[config.mk]
export PLATFORM = sky130hd
export DESIGN_NAME = mips_multicycle_ctrl_flat
export DESIGN_NICKNAME = d
export VERILOG_FILES = /design/src/rtl/mips_multicycle_ctrl_if.sv /design/src/rtl/mips_multicycle_ctrl.sv /design/src/flat_wrapper.sv
export SDC_FILE = /design/constraint.sdc
export NUM_CORES = 1
export LEC_CHECK = 0
export ABC_AREA = 1
export BUFFER_PORTS_ARGS = -buffer_cell sky130_fd_sc_hd__buf_2
export CORE_MARGIN = 10
export CORE_UTILIZATION = 50
export CTS_BUF_LIST = sky130_fd_sc_hd__clkbuf_4 sky130_fd_sc_hd__clkbuf_8
export DETAILED_ROUTE_END_ITERATION = 10
export GPL_ROUTABILITY_DRIVEN = 0
export PLACE_DENSITY_LB_ADDON = 0.12
export SLEW_MARGIN = 20
export SYNTH_ARGS = -nofsm -noshare
export SYNTH_HDL_FRONTEND = slang
export SYNTH_SLANG_ARGS = --single-unit
[constraint.sdc]
create_clock -name clk -period 3.91 [get_ports clk]
set_clock_uncertainty 0.05 [all_clocks]
set_input_delay 0.391 -clock clk [delete_from_list [all_inputs] [get_ports clk]]
set_output_delay 0.391 -clock clk [all_outputs]
set_load 0.02 [all_outputs]
[src/rtl/mips_multicycle_ctrl_if.sv]
`default_nettype none
// ============================================================================
// Module      : mips_multicycle_ctrl_if
// Description : Decode inputs, memory handshake and datapath controls between
//               the multicycle MIPS controller and its datapath.
// Revision    : 1.0 - initial release
// ============================================================================
interface mips_multicycle_ctrl_if;
    logic [5:0] opcode;
    logic [5:0] funct;
    logic       mem_ready;
    logic       pc_write;
    logic       pc_write_cond;
    logic       i_or_d;
    logic       mem_read;
    logic       mem_write;
    logic       ir_write;
    logic       mem_to_reg;
    logic       reg_dst;
    logic       reg_write;
    logic       alu_src_a;
    logic [1:0] alu_src_b;
    logic [1:0] alu_op;
    logic [1:0] pc_source;
    logic       instr_done;
    logic       trap;
    logic [1:0] trap_cause;
    logic [3:0] state_dbg;

    modport master (
        input  opcode, funct, mem_ready,
        output pc_write, pc_write_cond, i_or_d, mem_read, mem_write, ir_write,
               mem_to_reg, reg_dst, reg_write, alu_src_a, alu_src_b, alu_op,
               pc_source, instr_done, trap, trap_cause, state_dbg
    );

    modport slave (
        output opcode, funct, mem_ready,
        input  pc_write, pc_write_cond, i_or_d, mem_read, mem_write, ir_write,
               mem_to_reg, reg_dst, reg_write, alu_src_a, alu_src_b, alu_op,
               pc_source, instr_done, trap, trap_cause, state_dbg
    );
endinterface
`default_nettype wire

[src/rtl/mips_multicycle_ctrl.sv]
`default_nettype none
// ============================================================================
// Module      : mips_multicycle_ctrl
// Description : Moore sequencer for a multicycle MIPS datapath with memory
//               wait handshake and trap. Define MIPS_MC_JR_EN to add a JR state.
// Revision    : 1.0 - initial release
// ============================================================================
module mips_multicycle_ctrl #(
    parameter int MEM_TIMEOUT = 16
) (
    input  wire logic              clk,
    input  wire logic              reset,
    mips_multicycle_ctrl_if.master bus
);
    localparam logic [5:0] c_OP_RTYPE = 6'b000000;
    localparam logic [5:0] c_OP_LW    = 6'b100011;
    localparam logic [5:0] c_OP_SW    = 6'b101011;
    localparam logic [5:0] c_OP_BEQ   = 6'b000100;
    localparam logic [5:0] c_OP_J     = 6'b000010;
    localparam logic [5:0] c_OP_ADDI  = 6'b001000;
    localparam int         c_WCW      = (MEM_TIMEOUT > 2) ? $clog2(MEM_TIMEOUT) : 1;
    localparam int         c_WAIT_LAST = (MEM_TIMEOUT > 0) ? MEM_TIMEOUT - 1 : 0;

    typedef enum logic [3:0] {
        S_FETCH     = 4'd0,
        S_DECODE    = 4'd1,
        S_MEM_ADDR  = 4'd2,
        S_MEM_READ  = 4'd3,
        S_MEM_WB    = 4'd4,
        S_MEM_WRITE = 4'd5,
        S_EXECUTE   = 4'd6,
        S_R_WB      = 4'd7,
        S_BRANCH    = 4'd8,
        S_JUMP      = 4'd9,
        S_ADDI_EX   = 4'd10,
        S_ADDI_WB   = 4'd11,
`ifdef MIPS_MC_JR_EN
        S_JR        = 4'd13,
`endif
        S_TRAP      = 4'd12
    } state_t;

    typedef struct packed {
        logic       pc_write_u;
        logic       pc_write_cond;
        logic       i_or_d;
        logic       mem_read;
        logic       mem_write;
        logic       fetch;
        logic       mem_to_reg;
        logic       reg_dst;
        logic       reg_write;
        logic       alu_src_a;
        logic [1:0] alu_src_b;
        logic [1:0] alu_op;
        logic [1:0] pc_source;
        logic       done;
        logic       done_on_ready;
        logic       trap;
    } outs_t;

    // Output decode of a state; registered alongside the state so outputs stay Moore.
    function automatic outs_t f_decode(input state_t s);
        outs_t o;
        o = '0;
        case (s)
            S_FETCH:     begin o.mem_read = 1'b1; o.fetch = 1'b1; o.alu_src_b = 2'b01; end
            S_DECODE:    o.alu_src_b = 2'b11;
            S_MEM_ADDR:  begin o.alu_src_a = 1'b1; o.alu_src_b = 2'b10; end
            S_MEM_READ:  begin o.mem_read = 1'b1; o.i_or_d = 1'b1; end
            S_MEM_WB:    begin o.reg_write = 1'b1; o.mem_to_reg = 1'b1; o.done = 1'b1; end
            S_MEM_WRITE: begin o.mem_write = 1'b1; o.i_or_d = 1'b1; o.done_on_ready = 1'b1; end
            S_EXECUTE:   begin o.alu_src_a = 1'b1; o.alu_op = 2'b10; end
            S_R_WB:      begin o.reg_write = 1'b1; o.reg_dst = 1'b1; o.done = 1'b1; end
            S_BRANCH:    begin
                o.alu_src_a = 1'b1; o.alu_op = 2'b01; o.pc_write_cond = 1'b1;
                o.pc_source = 2'b01; o.done = 1'b1;
            end
            S_JUMP:      begin o.pc_write_u = 1'b1; o.pc_source = 2'b10; o.done = 1'b1; end
            S_ADDI_EX:   begin o.alu_src_a = 1'b1; o.alu_src_b = 2'b10; end
            S_ADDI_WB:   begin o.reg_write = 1'b1; o.done = 1'b1; end
`ifdef MIPS_MC_JR_EN
            S_JR:        begin o.pc_write_u = 1'b1; o.pc_source = 2'b11; o.done = 1'b1; end
`endif
            S_TRAP:      o.trap = 1'b1;
            default:     o = '0;
        endcase
        return o;
    endfunction

    state_t           r_state;
    logic [c_WCW-1:0] r_wait_cnt;
    logic [1:0]       r_cause;
    outs_t            r_outs;

    state_t           w_state_nxt;
    logic [c_WCW-1:0] w_wait_nxt;
    logic [1:0]       w_cause_nxt;
    logic             w_mem_state;
    logic             w_timeout;

    always_comb begin
        w_state_nxt = r_state;
        w_cause_nxt = r_cause;
        w_mem_state = (r_state == S_FETCH) || (r_state == S_MEM_READ) || (r_state == S_MEM_WRITE);
        w_timeout   = (MEM_TIMEOUT != 0) && w_mem_state && !bus.mem_ready &&
                      (r_wait_cnt == c_WCW'(c_WAIT_LAST));
        case (r_state)
            S_FETCH:     if (bus.mem_ready) w_state_nxt = S_DECODE;
            S_DECODE: begin
                case (bus.opcode)
                    c_OP_LW, c_OP_SW: w_state_nxt = S_MEM_ADDR;
`ifdef MIPS_MC_JR_EN
                    c_OP_RTYPE: w_state_nxt = (bus.funct == 6'b001000) ? S_JR : S_EXECUTE;
`else
                    c_OP_RTYPE: w_state_nxt = S_EXECUTE;
`endif
                    c_OP_BEQ:   w_state_nxt = S_BRANCH;
                    c_OP_J:     w_state_nxt = S_JUMP;
                    c_OP_ADDI:  w_state_nxt = S_ADDI_EX;
                    default: begin
                        w_state_nxt = S_TRAP;
                        w_cause_nxt = 2'b01;
                    end
                endcase
            end
            S_MEM_ADDR:  w_state_nxt = (bus.opcode == c_OP_SW) ? S_MEM_WRITE : S_MEM_READ;
            S_MEM_READ:  if (bus.mem_ready) w_state_nxt = S_MEM_WB;
            S_MEM_WRITE: if (bus.mem_ready) w_state_nxt = S_FETCH;
            S_EXECUTE:   w_state_nxt = S_R_WB;
            S_ADDI_EX:   w_state_nxt = S_ADDI_WB;
            S_TRAP:      w_state_nxt = S_TRAP;
            default:     w_state_nxt = S_FETCH;
        endcase
        if (w_timeout) begin
            w_state_nxt = S_TRAP;
            w_cause_nxt = 2'b10;
        end
        // The wait counter only survives an unready cycle spent in the same memory state.
        if ((w_state_nxt != r_state) || bus.mem_ready || !w_mem_state) begin
            w_wait_nxt = '0;
        end else begin
            w_wait_nxt = r_wait_cnt + 1'b1;
        end
    end

    always_ff @(posedge clk) begin
        if (reset) begin
            r_state    <= S_FETCH;
            r_wait_cnt <= '0;
            r_cause    <= 2'b00;
            r_outs     <= f_decode(S_FETCH);
        end else begin
            r_state    <= w_state_nxt;
            r_wait_cnt <= w_wait_nxt;
            r_cause    <= w_cause_nxt;
            r_outs     <= f_decode(w_state_nxt);
        end
    end

    logic w_run;
    assign w_run = ~reset;

    assign bus.pc_write      = w_run & (r_outs.pc_write_u | (r_outs.fetch & bus.mem_ready));
    assign bus.pc_write_cond = w_run & r_outs.pc_write_cond;
    assign bus.i_or_d        = r_outs.i_or_d;
    assign bus.mem_read      = w_run & r_outs.mem_read;
    assign bus.mem_write     = w_run & r_outs.mem_write;
    assign bus.ir_write      = w_run & r_outs.fetch & bus.mem_ready;
    assign bus.mem_to_reg    = r_outs.mem_to_reg;
    assign bus.reg_dst       = r_outs.reg_dst;
    assign bus.reg_write     = w_run & r_outs.reg_write;
    assign bus.alu_src_a     = r_outs.alu_src_a;
    assign bus.alu_src_b     = r_outs.alu_src_b;
    assign bus.alu_op        = r_outs.alu_op;
    assign bus.pc_source     = r_outs.pc_source;
    assign bus.instr_done    = w_run & (r_outs.done | (r_outs.done_on_ready & bus.mem_ready));
    assign bus.trap          = r_outs.trap;
    assign bus.trap_cause    = r_cause;
    assign bus.state_dbg     = r_state;

`ifndef MIPS_MC_JR_EN
    logic w_unused_funct;
    assign w_unused_funct = &{1'b0, bus.funct};
`endif
endmodule
`default_nettype wire

[src/flat_wrapper.sv]
// flat-port wrapper written by rule: the top's interface ports become plain ports
module mips_multicycle_ctrl_flat 
#(
    parameter int MEM_TIMEOUT = 16
)
  (clk, reset, bus_opcode, bus_funct, bus_mem_ready, bus_pc_write, bus_pc_write_cond, bus_i_or_d, bus_mem_read, bus_mem_write, bus_ir_write, bus_mem_to_reg, bus_reg_dst, bus_reg_write, bus_alu_src_a, bus_alu_src_b, bus_alu_op, bus_pc_source, bus_instr_done, bus_trap, bus_trap_cause, bus_state_dbg);
  mips_multicycle_ctrl_if bus_i ();
  input  wire logic clk;
  input  wire logic reset;
  input wire logic [$bits(bus_i.opcode)-1:0] bus_opcode;
  input wire logic [$bits(bus_i.funct)-1:0] bus_funct;
  input wire logic [$bits(bus_i.mem_ready)-1:0] bus_mem_ready;
  output wire logic [$bits(bus_i.pc_write)-1:0] bus_pc_write;
  output wire logic [$bits(bus_i.pc_write_cond)-1:0] bus_pc_write_cond;
  output wire logic [$bits(bus_i.i_or_d)-1:0] bus_i_or_d;
  output wire logic [$bits(bus_i.mem_read)-1:0] bus_mem_read;
  output wire logic [$bits(bus_i.mem_write)-1:0] bus_mem_write;
  output wire logic [$bits(bus_i.ir_write)-1:0] bus_ir_write;
  output wire logic [$bits(bus_i.mem_to_reg)-1:0] bus_mem_to_reg;
  output wire logic [$bits(bus_i.reg_dst)-1:0] bus_reg_dst;
  output wire logic [$bits(bus_i.reg_write)-1:0] bus_reg_write;
  output wire logic [$bits(bus_i.alu_src_a)-1:0] bus_alu_src_a;
  output wire logic [$bits(bus_i.alu_src_b)-1:0] bus_alu_src_b;
  output wire logic [$bits(bus_i.alu_op)-1:0] bus_alu_op;
  output wire logic [$bits(bus_i.pc_source)-1:0] bus_pc_source;
  output wire logic [$bits(bus_i.instr_done)-1:0] bus_instr_done;
  output wire logic [$bits(bus_i.trap)-1:0] bus_trap;
  output wire logic [$bits(bus_i.trap_cause)-1:0] bus_trap_cause;
  output wire logic [$bits(bus_i.state_dbg)-1:0] bus_state_dbg;
  assign bus_i.opcode = bus_opcode;
  assign bus_i.funct = bus_funct;
  assign bus_i.mem_ready = bus_mem_ready;
  assign bus_pc_write = bus_i.pc_write;
  assign bus_pc_write_cond = bus_i.pc_write_cond;
  assign bus_i_or_d = bus_i.i_or_d;
  assign bus_mem_read = bus_i.mem_read;
  assign bus_mem_write = bus_i.mem_write;
  assign bus_ir_write = bus_i.ir_write;
  assign bus_mem_to_reg = bus_i.mem_to_reg;
  assign bus_reg_dst = bus_i.reg_dst;
  assign bus_reg_write = bus_i.reg_write;
  assign bus_alu_src_a = bus_i.alu_src_a;
  assign bus_alu_src_b = bus_i.alu_src_b;
  assign bus_alu_op = bus_i.alu_op;
  assign bus_pc_source = bus_i.pc_source;
  assign bus_instr_done = bus_i.instr_done;
  assign bus_trap = bus_i.trap;
  assign bus_trap_cause = bus_i.trap_cause;
  assign bus_state_dbg = bus_i.state_dbg;
  mips_multicycle_ctrl #(.MEM_TIMEOUT(MEM_TIMEOUT)) u_core (.clk(clk), .reset(reset), .bus(bus_i));
endmodule
* Word level (Yosys, flattened, before mapping)
Index checks and enable logic that the tools add are counted.
W data, S select, Z words.
** Word-level totals
- Bits in registers :: 28
- Bits in latches :: 0
- Bits in writable memories :: 0
- Memory bits (read-only) :: 0
- Input bits :: 15
- Memories :: 0
** Cells by class
- $add $sub $neg :: 1
- Multipliers :: 0
- Div/mod/pow operators :: 0
- $lt $le $gt $ge :: 0
- Equality and inequality tests :: 27
- Shift-type cells :: 0
- Muxes and demuxes :: 25
- Bitwise gates (word level) :: 14
- Reductions and logical operators :: 24
** Operators by type and width (number)
- $eq A4 B4 Y1 const B :: 8
- $pmux W4 S8 :: 1
- $eq A4 B3 Y1 const B :: 6
- $pmux W4 S5 :: 1
- $eq A4 B2 Y1 const B :: 4
- $mux W4 :: 4
- $eq A6 B6 Y1 const B :: 2
- $mux W1 :: 12
- $reduce_or A2 Y1 :: 6
- $and A1 B1 Y1 :: 10
- $eq A4 B1 Y1 const B :: 2
- $logic_not A4 Y1 :: 2
- $pmux W2 S2 :: 2
- $eq A6 B2 Y1 const B :: 1
- $eq A6 B3 Y1 const B :: 1
- $eq A6 B4 Y1 const B :: 1
- $logic_not A6 Y1 :: 1
- $mux W2 :: 3
- $pmux W2 S3 :: 1
- $reduce_or A6 Y1 :: 1
- $reduce_or A5 Y1 :: 1
- $add A4 B1 Y4 const B :: 1
- $logic_or A1 B1 Y1 :: 4
- $ne A4 B4 Y1 :: 1
- 10 further kinds :: 15

* Longest topological paths before layout
- Depth in word-level cells :: 10
- Mapped depth :: 12
- Gate-level depth less buffers :: 12

* Least setup slack after synthesis
Ideal clock, no wire load.
- Kind :: register to register
- Start point :: register u_core.r_state[0] (netlist: u_core.bus.state_dbg[0])
- End point :: register u_core.r_outs[15] in the netlist's numbering
- Setup time :: 0.112 ns
- Data arrival time :: 1.419 ns
- Data required time :: 3.748 ns
- Path slack :: 2.329 ns
- Stages on the path, launching flop included :: 12
- Buffers on the path :: 0
- Cell sequence :: dfxtp_1 inv_1 nor2_2 nand2_1 nor2_1 nand2_1 nand3_2 nand2_2 nand2_2 nand2_1 nand3_2 nand2_2
** On the way
- Word-level cells in the longest chain between the ends :: 9
** Ends and longest elaborated chain
- start, declared :: line mips_multicycle_ctrl.sv:91 : state_t r_state;
- start signal, assigned :: line mips_multicycle_ctrl.sv:154 : r_state <= w_state_nxt;
- parallel branches: the longest is 5 deep, another holds $pmux W4 S8
- $mux W4 * :: line mips_multicycle_ctrl.sv:135 : if (w_timeout) begin
- $eq A4 B2 Y1 or $logic_not A4 Y1 (tied branches) :: line mips_multicycle_ctrl.sv:66 : case (s)
- $reduce_or A2 Y1 (no line) *
- $mux W1 * :: line mips_multicycle_ctrl.sv:66
- end signal, assigned :: line mips_multicycle_ctrl.sv:152 : r_outs <= f_decode(S_FETCH);
- end signal, assigned :: line mips_multicycle_ctrl.sv:157 : r_outs <= f_decode(w_state_nxt);
- end, declared :: line mips_multicycle_ctrl.sv:94 : outs_t r_outs;
Every way passes the cells marked *.
A chain may end at the register's enable or synchronous reset.

* Worst setup path after layout
- Start point :: input reset
- End point :: output bus_pc_write
** On the way
- Word-level cells in the longest chain between the ends :: 2
** Ends and longest elaborated chain
- start, declared :: line flat_wrapper.sv:9 : input wire logic reset;
- $not A1 Y1 :: line mips_multicycle_ctrl.sv:162 : assign w_run = ~reset;
- $and A1 B1 Y1 :: line mips_multicycle_ctrl.sv:164 : assign bus.pc_write = w_run & (r_outs.pc_write_u | (r_outs.fetch & bus.mem_ready));
- end, declared :: line flat_wrapper.sv:13 : output wire logic [$bits(bus_i.pc_write)-1:0] bus_pc_write;
No other way between the ends.

==> flow_metrics.tcl <==
set metrics [dict create \
    cts_inserted_buffers 3 \
    power_density_nw_per_um2 336.8 \
    worstSetupStartpoint "reset" \
    detail_route.wirelength_mm 2.890 \
    post_route_cells_drive_above_1_share_pct 25.22 \
    top_level_ports 39 \
    dp.cells 256 \
    total_power_mw 0.5225 \
    maxCapViolations 0 \
    element_type_at_the_critical_path_start "input pin" \
    overflow 0 \
    critPathKind "input pin to primary output" \
    synthToLayoutAreaGrowth_pct 13.04 \
    grt_util_all_layers_pct 11.60 \
    worst_r2r_startpoint "u_core.bus.state_dbg[0]$_SDFF_PP0_" \
    finalSetupViolCount 0 \
    synth_area_per_cell_sq_um 6.829 \
    cts_setup_buffers 0 \
    cts.root.buffer_cell "sky130_fd_sc_hd__clkbuf_4" \
    min_period_over_period_pct 46.32 \
    number_of_antenna_violations_at_the_first_check_in_global_routing 0 \
    outcome "finished, final reports clean" \
    wire_length_of_the_first_global_routing_pass_mm 5.126 \
    dp_worst_setup_slack_ns 2.095 \
    fin_cells 260 \
    cpLargestDelayFamily "buffers and inverters" \
    whs_path_depth 2 \
    swShare_pct 31.02 \
    post_cts.resized_instances 0 \
    timing.rr.end "u_core.bus.i_or_d$_SDFF_PP0_" \
    yosys_warnings 0 \
    vias 1219 \
    netlist_instances 201 \
    timing.setup.tns_ns 0 \
    synth_nets 217 \
    core_box_area_sq_um 2545 \
    die_height_um 72.40 \
    synth-seq-cells 27 \
    num_antenna_cells 0 \
    max_slew.worst_pin.slew_ns 0.3430 \
    critical_path_arrival_ns 1.37 \
    largest_register "u_core.r_outs" \
    hold_path_class "input pin to flop" \
    drtAntennaViolNets 0 \
    max_freq_mhz 552.2 \
    port_buffers 32 \
    clock_pin_slew_on_the_worst_setup_and_hold_paths_ns 0.15 \
    ctsLongestPathBuffers 2 \
    clock_sink_count 27 \
    relSlewSlack_pct 76.99 \
    crit_top_cell "sky130_fd_sc_hd__buf_2" \
    max_stage_delay_ns 0.35 \
    number_of_violations_reported_at_the_end_of_detailed_routing_iteration_0 32 \
    postLayoutSetupSlackWorst_ns 2.099 \
    grt_start_max_net_pins 17 \
    critical-path-slowest-cell "sky130_fd_sc_hd__clkinv_1" \
    tritoncts "built" \
    cp_num_buf_inv 3 \
    crit_chain "buf_2 -> clkinv_1 -> nand2_1 -> o21ai_0 -> buf_2" \
    layout.cells.most_common "sky130_fd_sc_hd__nand2_1" \
    die-area_sq_um 5241 \
    ff2ff_setup_slack_ns 2.23 \
    largest_register_ffs 6 \
    grt_pass1_vias 1189 \
    worst_ep_required_time_ns 3.47 \
    vdd_drop_max_mv 0.3040 \
    hpwlAfterDp_mm 2.381 \
    sort_of_element_at_the_end_of_the_critical_path "primary output" \
    net-switching-power_mw 0.1621 \
    route.detailed.drc 0 \
    portion_of_total_power_attributed_to_sequential_cells_pct 56.7 \
    netlist-cell-type-count 23 \
    cts-htree-levels 1 \
    share_clk_of_total_power_pct 23.5 \
    power.leakage_nw 0.8872 \
    slew_violations 0 \
    finalHoldViolCount 0 \
    stages_on_worst_setup_path 5 \
    whs_ns 0.3286 \
    floorplan.initialDensity_pct 53.93 \
    timing.critical_path.to "bus_pc_write" \
    number_of_cell_instances_on_the_worst_register_to_register_path 11 \
    drtPass1Iterations 4 \
    power.combinational.fraction_pct 19.8 \
    die_width_um 72.40 \
    std_cell_rows 18 \
    routed_via_density 4.688 \
    cts-hold-fix-buffers 0 \
    critical_path_peak_fanout 13 \
    layout_nets 247 \
    clk-insertion-delay-late_ns 0.33 \
    most_frequent_cells_in_the_layout "46 x sky130_fd_sc_hd__nand2_1, 37 x sky130_fd_sc_hd__nor2_1, 32 x sky130_fd_sc_hd__buf_2, 31 x sky130_fd_sc_hd__inv_1, 27 x sky130_fd_sc_hd__dfxtp_1" \
    drt-wirelength-per-cell_um 11.12 \
    seq_area_frac_synth_pct 39.38 \
    fin_crit_ns 1.811 \
    post_synth_instance_area_sq_um 1373 \
    internal_power_mw 0.3604 \
    grt_setup_unrepaired "false" \
]
## routing by layer
layer | track usage [%] | part of all wire, % | vias to the layer above
met5 | 0 | 0 | -
met4 | 3.165 | 1.1 | 0
met3 | 3.673 | 7.2 | 4
met2 | 20.31 | 47 | 30
met1 | 13.17 | 45 | 529
li1 | - | - | 656
## area by class of cell
class                      instances  area [sq um]
clock buffer                       3         22.52
clock inverter                     1         7.507
fill                             255         993.5
inverter                          36         140.1
multi-input combinational        131         643.1
sequential                        27         540.5
tap                               30         37.54
timing repair buffer              32         160.2
## power by group through the flow
stage / Sequential [mW] / Combinational [mW] / Clock [mW]
2_1_floorplan: 0.306 / 0.0740 / 0
6_report: 0.296 / 0.103 / 0.123
3_3_place_gp: 0.302 / 0.103 / 0
4_1_cts: 0.296 / 0.105 / 0.126
3_5_place_dp: 0.302 / 0.104 / 0
5_1_grt: 0.298 / 0.118 / 0.138
## cells in the mapped netlist
master                     count  area, sq um
sky130_fd_sc_hd__buf_4         6        45.04
sky130_fd_sc_hd__inv_2         2        7.510
sky130_fd_sc_hd__nor2_1       37        138.9
sky130_fd_sc_hd__clkinv_4      1        8.760
sky130_fd_sc_hd__clkinv_1      2        7.510
sky130_fd_sc_hd__nand2_2       6        37.54
sky130_fd_sc_hd__dfxtp_1      27        540.5
sky130_fd_sc_hd__nor2_2        4        25.02
sky130_fd_sc_hd__o21ai_0       2        10.01
sky130_fd_sc_hd__nand3_2       6        60.06
sky130_fd_sc_hd__clkbuf_1      1        3.750
sky130_fd_sc_hd__and2_1        1        6.260
sky130_fd_sc_hd__nand3_1      13        65.06
sky130_fd_sc_hd__xor2_1        2        17.52
sky130_fd_sc_hd__a21oi_1       5        25.02
sky130_fd_sc_hd__nor3_1        1        5.000
sky130_fd_sc_hd__xnor2_1       1        8.760
sky130_fd_sc_hd__ha_1          1        12.51
sky130_fd_sc_hd__nand2_4       2        22.52
sky130_fd_sc_hd__nand3_4       1        17.52
sky130_fd_sc_hd__inv_1        31        116.4
sky130_fd_sc_hd__nand4_1       3        18.77
sky130_fd_sc_hd__nand2_1      46        172.7
## how the worst min path moves through the flow
stage                                          startpoint                                    end  slack, ns
floorplan                 u_core.r_wait_cnt[0]$_SDFF_PP0_        u_core.r_wait_cnt[0]$_SDFF_PP0_       0.37
global placement          u_core.r_wait_cnt[0]$_SDFF_PP0_        u_core.r_wait_cnt[0]$_SDFF_PP0_       0.38
detailed placement  u_core.bus.trap_cause[0]$_SDFFE_PP0P_  u_core.bus.trap_cause[0]$_SDFFE_PP0P_       0.39
CTS                                                 reset       u_core.bus.mem_to_reg$_SDFF_PP0_       0.33
global route                                        reset       u_core.bus.mem_to_reg$_SDFF_PP0_       0.33
finish                                              reset       u_core.bus.mem_to_reg$_SDFF_PP0_       0.33
## per-stage QoR
stage,util [%],instance area (sq um)
6_report,60.96,1551
5_1_grt,60.96,1551
4_1_cts,60.96,1551
3_5_place_dp,59.78,1521
3_3_place_gp,59.78,1521
2_1_floorplan,-,1373
## kinds of logic (layout without fill, tap and decap cells)
group | Yosys count | in the layout | synth area share [%]
simple gates | 120 | 120 | 41.48
compound gates | 7 | 7 | 2.552
buf+inv | 43 | 72 | 13.76
flops | 27 | 27 | 39.38
xor+xnor | 3 | 3 | 1.915
fa+ha+maj | 1 | 1 | 0.9114
Power figures use the tool's default switching activity.
